File: config.mk
export PLATFORM = sky130hd
export DESIGN_NAME = reglk_bank
export DESIGN_NICKNAME = d
export VERILOG_FILES = /design/src/rtl/reglk_pkg.sv /design/src/rtl/reglk_bank.sv
export SDC_FILE = /design/constraint.sdc
export NUM_CORES = 1
export LEC_CHECK = 0
export CAP_MARGIN = 25
export CORE_MARGIN = 2
export CORE_UTILIZATION = 41
export DETAILED_ROUTE_END_ITERATION = 12
export PLACE_DENSITY = 0.83
export SETUP_SLACK_MARGIN = 0.5
export SLEW_MARGIN = 40
export SYNTH_ARGS = -nofsm -noshare
export SYNTH_HDL_FRONTEND = slang
export SYNTH_SLANG_ARGS = --single-unit
File: constraint.sdc
create_clock -name clk_i -period 2.35 [get_ports clk_i]
set_clock_uncertainty 0.05 [all_clocks]
set_input_delay 0.47 -clock clk_i [delete_from_list [all_inputs] [get_ports clk_i]]
set_output_delay 0.47 -clock clk_i [all_outputs]
set_load 0.005 [all_outputs]
File: src/rtl/reglk_pkg.sv
// Shared types and constants for the lock-register bank.
// CTRL and VIOL sit directly above the lock words, so their addresses
// are derived from the word count through the helper functions below.
package reglk_pkg;

  typedef enum logic [1:0] {
    IDLE  = 2'd0,
    RESP  = 2'd1,
    CLEAR = 2'd2
  } reglk_state_e;

  localparam int CTRL_OFS  = 0;
  localparam int VIOL_OFS  = 1;
  localparam int VIOL_W    = 8;
  localparam int GLOCK_BIT = 0;

  function automatic int ctrl_addr(input int num_words);
    return num_words + CTRL_OFS;
  endfunction

  function automatic int viol_addr(input int num_words);
    return num_words + VIOL_OFS;
  endfunction

endpackage

File: src/rtl/reglk_bank.sv
// Lock-register bank: set-only lock words, a sticky global lock, a
// single-outstanding req/gnt/rvalid register port and an authenticated
// JTAG unlock that wipes one word per cycle.
// Optional macro REGLK_VIOL_CNT_EN builds the saturating violation counter;
// without it VIOL reads 0 and has no flops.
module reglk_bank
  import reglk_pkg::*;
#(
  parameter int NUM_WORDS = 6,
  parameter int DATA_W    = 32,
  parameter int ADDR_W    = 4
) (
  input  logic                        clk_i,
  input  logic                        rst_i,
  input  logic                        req_i,
  input  logic                        we_i,
  input  logic [ADDR_W-1:0]           addr_i,
  input  logic [DATA_W-1:0]           wdata_i,
  output logic                        gnt_o,
  output logic                        rvalid_o,
  output logic [DATA_W-1:0]           rdata_o,
  output logic                        err_o,
  input  logic                        jtag_unlock_i,
  input  logic                        auth_ok_i,
  output logic                        glock_o,
  output logic [NUM_WORDS*DATA_W-1:0] reglk_o
);

  localparam int CNT_W = $clog2(NUM_WORDS + 1);
  localparam logic [ADDR_W-1:0] CTRL_ADDR = ADDR_W'(ctrl_addr(NUM_WORDS));
  localparam logic [ADDR_W-1:0] VIOL_ADDR = ADDR_W'(viol_addr(NUM_WORDS));
  localparam logic [ADDR_W-1:0] WORD_LIM  = ADDR_W'(NUM_WORDS);

  reglk_state_e      state_q, state_d;
  logic [DATA_W-1:0] words_q [NUM_WORDS];
  logic [DATA_W-1:0] words_d [NUM_WORDS];
  logic              glock_q, glock_d;
  logic              jtag_q, jtag_d;
  logic [CNT_W-1:0]  clr_cnt_q, clr_cnt_d;
  logic [ADDR_W-1:0] addr_q, addr_d;
  logic              err_q, err_d;
  logic              unlock_edge;
  logic [1:0]        viol_inc;
  logic [VIOL_W-1:0] viol_val;

  // Next-state logic: unlock beats a request, writes commit at the grant edge,
  // CLEAR walks the word array and drops the global lock on its last cycle.
  always_comb begin
    state_d     = state_q;
    words_d     = words_q;
    glock_d     = glock_q;
    clr_cnt_d   = clr_cnt_q;
    addr_d      = addr_q;
    err_d       = err_q;
    jtag_d      = jtag_unlock_i;
    viol_inc    = 2'd0;
    gnt_o       = 1'b0;
    unlock_edge = jtag_unlock_i & ~jtag_q;
    unique case (state_q)
      IDLE: begin
        if (unlock_edge && auth_ok_i) begin
          state_d   = CLEAR;
          clr_cnt_d = '0;
        end else begin
          if (unlock_edge) begin
            viol_inc = viol_inc + 2'd1;
          end
          if (req_i) begin
            gnt_o   = 1'b1;
            state_d = RESP;
            addr_d  = addr_i;
            err_d   = 1'b0;
            if (we_i) begin
              if ((addr_i < WORD_LIM) && !glock_q) begin
                for (int i = 0; i < NUM_WORDS; i++) begin
                  if (addr_i == ADDR_W'(i)) begin
                    words_d[i] = words_q[i] | wdata_i;
                  end
                end
              end else if ((addr_i == CTRL_ADDR) && !glock_q) begin
                if (wdata_i[GLOCK_BIT]) begin
                  glock_d = 1'b1;
                end
              end else begin
                err_d    = 1'b1;
                viol_inc = viol_inc + 2'd1;
              end
            end else begin
              err_d = !((addr_i < WORD_LIM) || (addr_i == CTRL_ADDR) ||
                        (addr_i == VIOL_ADDR));
            end
          end
        end
      end
      RESP: begin
        state_d = IDLE;
      end
      CLEAR: begin
        for (int i = 0; i < NUM_WORDS; i++) begin
          if (clr_cnt_q == CNT_W'(i)) begin
            words_d[i] = '0;
          end
        end
        if (clr_cnt_q == CNT_W'(NUM_WORDS - 1)) begin
          glock_d   = 1'b0;
          clr_cnt_d = '0;
          state_d   = IDLE;
        end else begin
          clr_cnt_d = clr_cnt_q + CNT_W'(1);
        end
      end
      default: begin
        state_d = IDLE;
      end
    endcase
  end

  // State, word array and control registers with synchronous reset.
  always_ff @(posedge clk_i) begin
    if (rst_i) begin
      state_q   <= IDLE;
      glock_q   <= 1'b0;
      jtag_q    <= 1'b0;
      clr_cnt_q <= '0;
      addr_q    <= '0;
      err_q     <= 1'b0;
      for (int i = 0; i < NUM_WORDS; i++) begin
        words_q[i] <= '0;
      end
    end else begin
      state_q   <= state_d;
      glock_q   <= glock_d;
      jtag_q    <= jtag_d;
      clr_cnt_q <= clr_cnt_d;
      addr_q    <= addr_d;
      err_q     <= err_d;
      words_q   <= words_d;
    end
  end

`ifdef REGLK_VIOL_CNT_EN
  logic [VIOL_W-1:0] viol_q, viol_d;
  logic [VIOL_W:0]   viol_sum;

  // Saturating add of this cycle's violations.
  always_comb begin
    viol_sum = {1'b0, viol_q} + (VIOL_W + 1)'(viol_inc);
    viol_d   = viol_sum[VIOL_W] ? {VIOL_W{1'b1}} : viol_sum[VIOL_W-1:0];
  end

  // Violation counter register; survives an unlock, cleared only by reset.
  always_ff @(posedge clk_i) begin
    if (rst_i) begin
      viol_q <= '0;
    end else begin
      viol_q <= viol_d;
    end
  end

  assign viol_val = viol_q;
`else
  logic unused_viol_inc;
  assign unused_viol_inc = ^viol_inc;
  assign viol_val        = '0;
`endif

  // Response path: read data is taken from the registered state, so a write
  // in the same transaction is already visible.
  always_comb begin
    rvalid_o = (state_q == RESP);
    err_o    = (state_q == RESP) && err_q;
    rdata_o  = '0;
    if (state_q == RESP) begin
      for (int i = 0; i < NUM_WORDS; i++) begin
        if (addr_q == ADDR_W'(i)) begin
          rdata_o = words_q[i];
        end
      end
      if (addr_q == CTRL_ADDR) begin
        rdata_o[GLOCK_BIT] = glock_q;
      end else if (addr_q == VIOL_ADDR) begin
        rdata_o = DATA_W'(viol_val);
      end
    end
  end

  // Flatten the word array for the lock-gating consumers.
  always_comb begin
    glock_o = glock_q;
    for (int i = 0; i < NUM_WORDS; i++) begin
      reglk_o[i*DATA_W +: DATA_W] = words_q[i];
    end
  end

endmodule

Word-level counts from Yosys, hierarchy flattened --
Index checks and enable logic that the tools add are counted.
Cells by class: multipliers 0, equality and inequality tests 42, reduce and logical (&&, ||, !) cells 23, div/mod/pow operators 0, bitwise operators 9, muxes and demuxes 48, $lt $le $gt $ge 1, $add $sub $neg 1, shift-type cells 0
Operator list (number):
- two-way mux 192 bit | 4
- two-way mux 32 bit | 20
- case mux 192 bit (2 select lines) | 1
- bitwise OR 32 bit | 6
- AND reduction 7 bit | 6
- != test 2 bit, second input constant | 20
- equality test 4 x 3 -> 1 bit, second input constant | 8
- two-way mux 31 bit | 1
- equality test 4 x 2 -> 1 bit, second input constant | 4
- two-way mux 1 bit | 14
- equality test 4 x 1 -> 1 bit, second input constant | 2
- zero test 4 bit | 2
- AND reduction 8 bit | 1
- equality test 3 x 2 -> 1 bit, second input constant | 2
- equality test 3 bit, second input constant | 2
- two-way mux 2 bit | 3
- two-way mux 3 bit | 2
- case mux 3 bit (2 select lines) | 1
- logical AND 1 bit | 4
- < comparator 4 x 3 -> 1 bit, second input constant | 1
- case mux 2 bit (2 select lines) | 1
- AND reduction 2 bit | 2
- adder 3 x 1 -> 3 bit, second input constant | 1
- equality test 3 x 1 -> 1 bit, second input constant | 1
- other kinds (12) | 15
Word-level totals: memory bits (writable) 0, latch bits 0, bits in registers 204, memories kept 0, memory bits (read-only) 0, input port bits 42

Logic depth before layout (Yosys ltp) --
depth after elaboration 10, depth in mapped cells 7, depth with buffers taken out 5

Worst setup path before layout --
OpenSTA, ideal clock, no wires.
path kind register to output, from register addr_q[3], to output port rdata_o[7], buffers on the path 2, stages on the path, launching flop included 7, arrival 1.896 ns, slack -0.066 ns, cell sequence dfxtp_1 -> buf_2 -> nor3_1 -> clkbuf_1 -> a22oi_1 -> o21a_1 -> a211oi_1
Between the ends: word-level cells in the longest chain between the ends 10, elaborated cells between the ends (all ways) 17, those cells by class eq/ne: 7; mux: 9; reduce/logical: 1
Ends and longest elaborated chain:
- start, declared | line reglk_bank.sv:40 | logic [ADDR_W-1:0] addr_q, addr_d;
- start signal, assigned | line reglk_bank.sv:135 | addr_q <= addr_d;
- zero test 4 bit | line reglk_bank.sv:175 | if (addr_q == ADDR_W'(i)) begin
- two-way mux 32 bit (6 in series) | line reglk_bank.sv:175
- two-way mux 32 bit | line reglk_bank.sv:181 | end else if (addr_q == VIOL_ADDR) begin
- two-way mux 31 bit (*) | line reglk_bank.sv:179 | if (addr_q == CTRL_ADDR) begin
- two-way mux 32 bit (*) | line reglk_bank.sv:173 | if (state_q == RESP) begin
- end, declared | line reglk_bank.sv:21 | output logic [DATA_W-1:0] rdata_o,
Mark *: on every way between the ends. The rest lies on a longest branch, timed or not.

Worst setup path after layout --
from register addr_q[0], to output port rdata_o[20]
The elaborated chain is that of the path after synthesis.

==> metrics.csv <==
stage;metric;value;unit
sta;final setup fails;59;
grt;initial antenna violation count;0;
cts;clk slew on worst S/H paths;60;ps
route;initial DRC count;994;
yosys;Avg Cell Area, Syn;9.45;µm²
yosys;yosys warns;0;
grt;largest net degree at the start of global routing;33;
finish;final instance area;15400;µm²
sta;fin crit period;2940;ps
placed_design;DP Area;12100;µm²
power_and_ir_drop;Pleak;7.86;nW
die;Die Ht;145;µm
grt;vias in the first global route;9407;
power_and_ir_drop;Sw Ratio;26.6;%
placed_design;pre-CTS setup slack;-413;ps
yosys;Seq/Total Area, Yosys;50.3;%
critical_path;crit path DAT;2420;ps
finish;antenna diode count;0;
critical_path;CP Class;register to primary output;
power_and_ir_drop;Final Total Pwr;8.15;mW
sta;Max Slew Vio Count;0;
route;drt pass-1 iters;6;
cts;Root Driver;clkbuf_16;
power_and_ir_drop;Pwr Density;528;nW/µm²
cts;H-tree depth;1;
die;Initial Util;41.8;%
grt;GRT Residual Overflow;0;
finish;commonest non-fill, non-tap cell in the layout;dlygate4sd2_1;
finish;Core Util, Final;79.3;%
power_and_ir_drop;Clk pwr share;42.1;%
critical_path;CP required;1830;ps
sta;Max-Slew Margin vs Limit;67.2;%
finish;most frequent cells in the layout;118 x dlygate4sd2_1, 111 x dfxtp_2, 96 x a22o_1;
cts;Post-CTS Hold Buffers;0;
sta;Final period util;125;%
worst_hold_path;Hold Path Class;register to register;
grt;GRT Overall Usage;35.9;%
sta;fin worst setup slack;-592;ps
route;DRC;0;
placed_design;Placer Congestion;0.880;
power_and_ir_drop;Sequential Power Share;43.1;%
route;final WL;43600;µm
sta;highest clock rate;0.340;GHz
critical_path;crit path launch type;register;
grt;first-pass GRT wire length;56900;µm
die;row count;51;
sta;Slew @ Worst Pin;489;ps
yosys;Seq cells post-synth;204;
placed_design;HPWL Detailed;22300;µm
die;Die Area;21000;µm²
critical_path;CP Capture Type;primary output;
die;Top-Level Pins;270;
cts;number of buffers created by CTS;22;
yosys;Syn Inst Count;860;
cts;TritonCTS clock tree;yes;
sta;Final Hold Violating Endpoints;0;
route;Vias/cell;6.43;
finish;area grow syn2layout;89.8;%
yosys;post-synthesis cell type count;48;
die;core area;19500;µm²
route;total number of vias;10062;
critical_path;top fanout value on the critical path;6;
power_and_ir_drop;Power Internal;5.98;mW
run_status;status;finished, violations left;
yosys;cell taking the most area after synthesis;dfxtp_1;
cts;clk_lat worst skew;510;ps
sta;RSZ-0062 raised after global routing;yes;
yosys;syn_nets;903;
yosys;Main synth FF type;dfxtp_1;
power_and_ir_drop;combinational share of power;14.7;%
placed_design;port bufs;269;
cts;clock tree sinks;204;
cts;Max clock buf depth;3;
route;average wire per standard cell;27.9;µm
yosys;Async S/R FF share, synth;0;%
run_status;failing checks;negative setup slack;
finish;# nets final;1332;
die;die width;145;µm
yosys;largest cells by area after synthesis;dfxtp_1 50%, a22o_1 10%, o21a_1 5.5%;
route;Antenna Nets Post-Route;0;
power_and_ir_drop;Sw Pwr;2.16;mW
finish;share of layout cells above drive strength 1;46.9;%
flow_run;Max-cap violations;0;
yosys;Post-synth EDFFs;0;
yosys;Post-Syn Area;8130;µm²
power_and_ir_drop;Worst VDD drop;0.427;mV
yosys;share of the synthesized area in the top cell type;50.3;%
finish;Layout fillers;1103;
-- area by class of cell --
class,instances,area (µm²),share of cell area (%)
Clock buffer,31,666,4.32
Clock inverter,5,28.8,0.187
Inverter,4,15.0,0.0973
Multi-Input combinational cell,577,4820,31.2
Sequential cell,204,4260,27.6
Tap cell,265,332,2.15
Timing Repair Buffer,480,5310,34.4
-- cell usage after synthesis (2+ instances only) --
cell type and instances:
o21ai_0 45, and2_1 2, o21a_1 59, nand3b_1 3, dfxtp_1 204, a21oi_1 43
a211oi_1 32, o2bb2ai_1 3, or3_1 2, a222oi_1 26, mux2i_1 6, inv_1 4
a22oi_1 29, a31oi_1 4, nor4b_2 2, nor2b_1 6, a31o_2 2, nand2_1 110
nor4_1 3, o21ai_1 23, nor3_1 2, nor2_1 40, a311oi_1 2, buf_1 2
a22o_1 96, clkbuf_1 64, buf_6 3, o22ai_1 6, nand2b_1 5, or4b_1 2
nor3b_1 4, buf_2 7, nand3_1 4
-- power groups by stage --
stage | clock network (mW) | registers, mW | logic (mW)
4_1_cts | 3.35 | 3.51 | 0.990
3_5_place_dp | 0 | 3.59 | 0.690
6_report | 3.43 | 3.51 | 1.20
5_1_grt | 3.54 | 3.51 | 1.22
3_3_place_gp | 0 | 3.59 | 0.679
2_1_floorplan | 0 | 3.58 | 0.324
-- kinds of logic (layout without fill, tap and decap cells) --
| family | count (synthesis) | in the layout | synth area share [%] |
|---|---|---|---|
| DFF | 204 | 204 | 50.3 |
| AOI/OAI and AO/OA | 375 | 376 | 33.5 |
| and+or+nand+nor | 193 | 193 | 11.0 |
| adders and majority gates | 1 | 1 | 0.154 |
| buffers and inverters | 80 | 520 | 4.08 |
| muxes | 7 | 7 | 1.02 |
-- worst paths after layout --
| check | end | slack, ps | start | cells past startpoint |
|---|---|---|---|---|
| min | reglk_o[71] | 420 | reglk_o[71] | 2 |
| max | rdata_o[20] | -590 | addr_q[0] | 10 |
| max reg2reg | reglk_o[23] | -80 | glock_o | 7 |
| min reg2reg | reglk_o[71] | 420 | reglk_o[71] | 2 |
-- sequential cells by signal (all words and copies together), names as in the netlist --
signal     flops
reglk_o      192
addr_q         4
clr_cnt_q      3
state_q        2
err_q          1
glock_o        1
jtag_q         1
-- layer usage --
layer	vias to the layer above	global-route usage (%)	share of wire (%)
li1	4126	-	-
met1	4788	43.0	34
met3	279	8.62	11
met2	869	60.2	46
met5	-	0	0
met4	0	18.2	8.2
-- worst max-delay path: stages, from the launching register on --
cell      delay, ps
dfxtp_4         370
buf_6           130
nor4b_4         230
buf_4           180
buf_6           110
buf_6            90
buf_8           140
a222oi_1        100
o21a_1          150
a211oi_2        240
buf_2           160
-- through the flow --
stage / setup TNS [ps] / hold WS [ps] / instances
2_1_floorplan: 0 / 407 / 860
3_3_place_gp: -33040 / 404 / 1405
3_5_place_dp: -45940 / 406 / 1405
4_1_cts: -11610 / 411 / 1537
5_1_grt: -16410 / 430 / 1566
6_report: -14510 / 421 / 1566
-- repair_timing --
item / CTS / global route
resized for setup: 495 / 279
setup buffers: 76 / 22
gates cloned: 20 / 7
endpoints found under the setup margin: 420 / 311
pin swaps: 100 / 50
(Power assumes the default switching activity.)
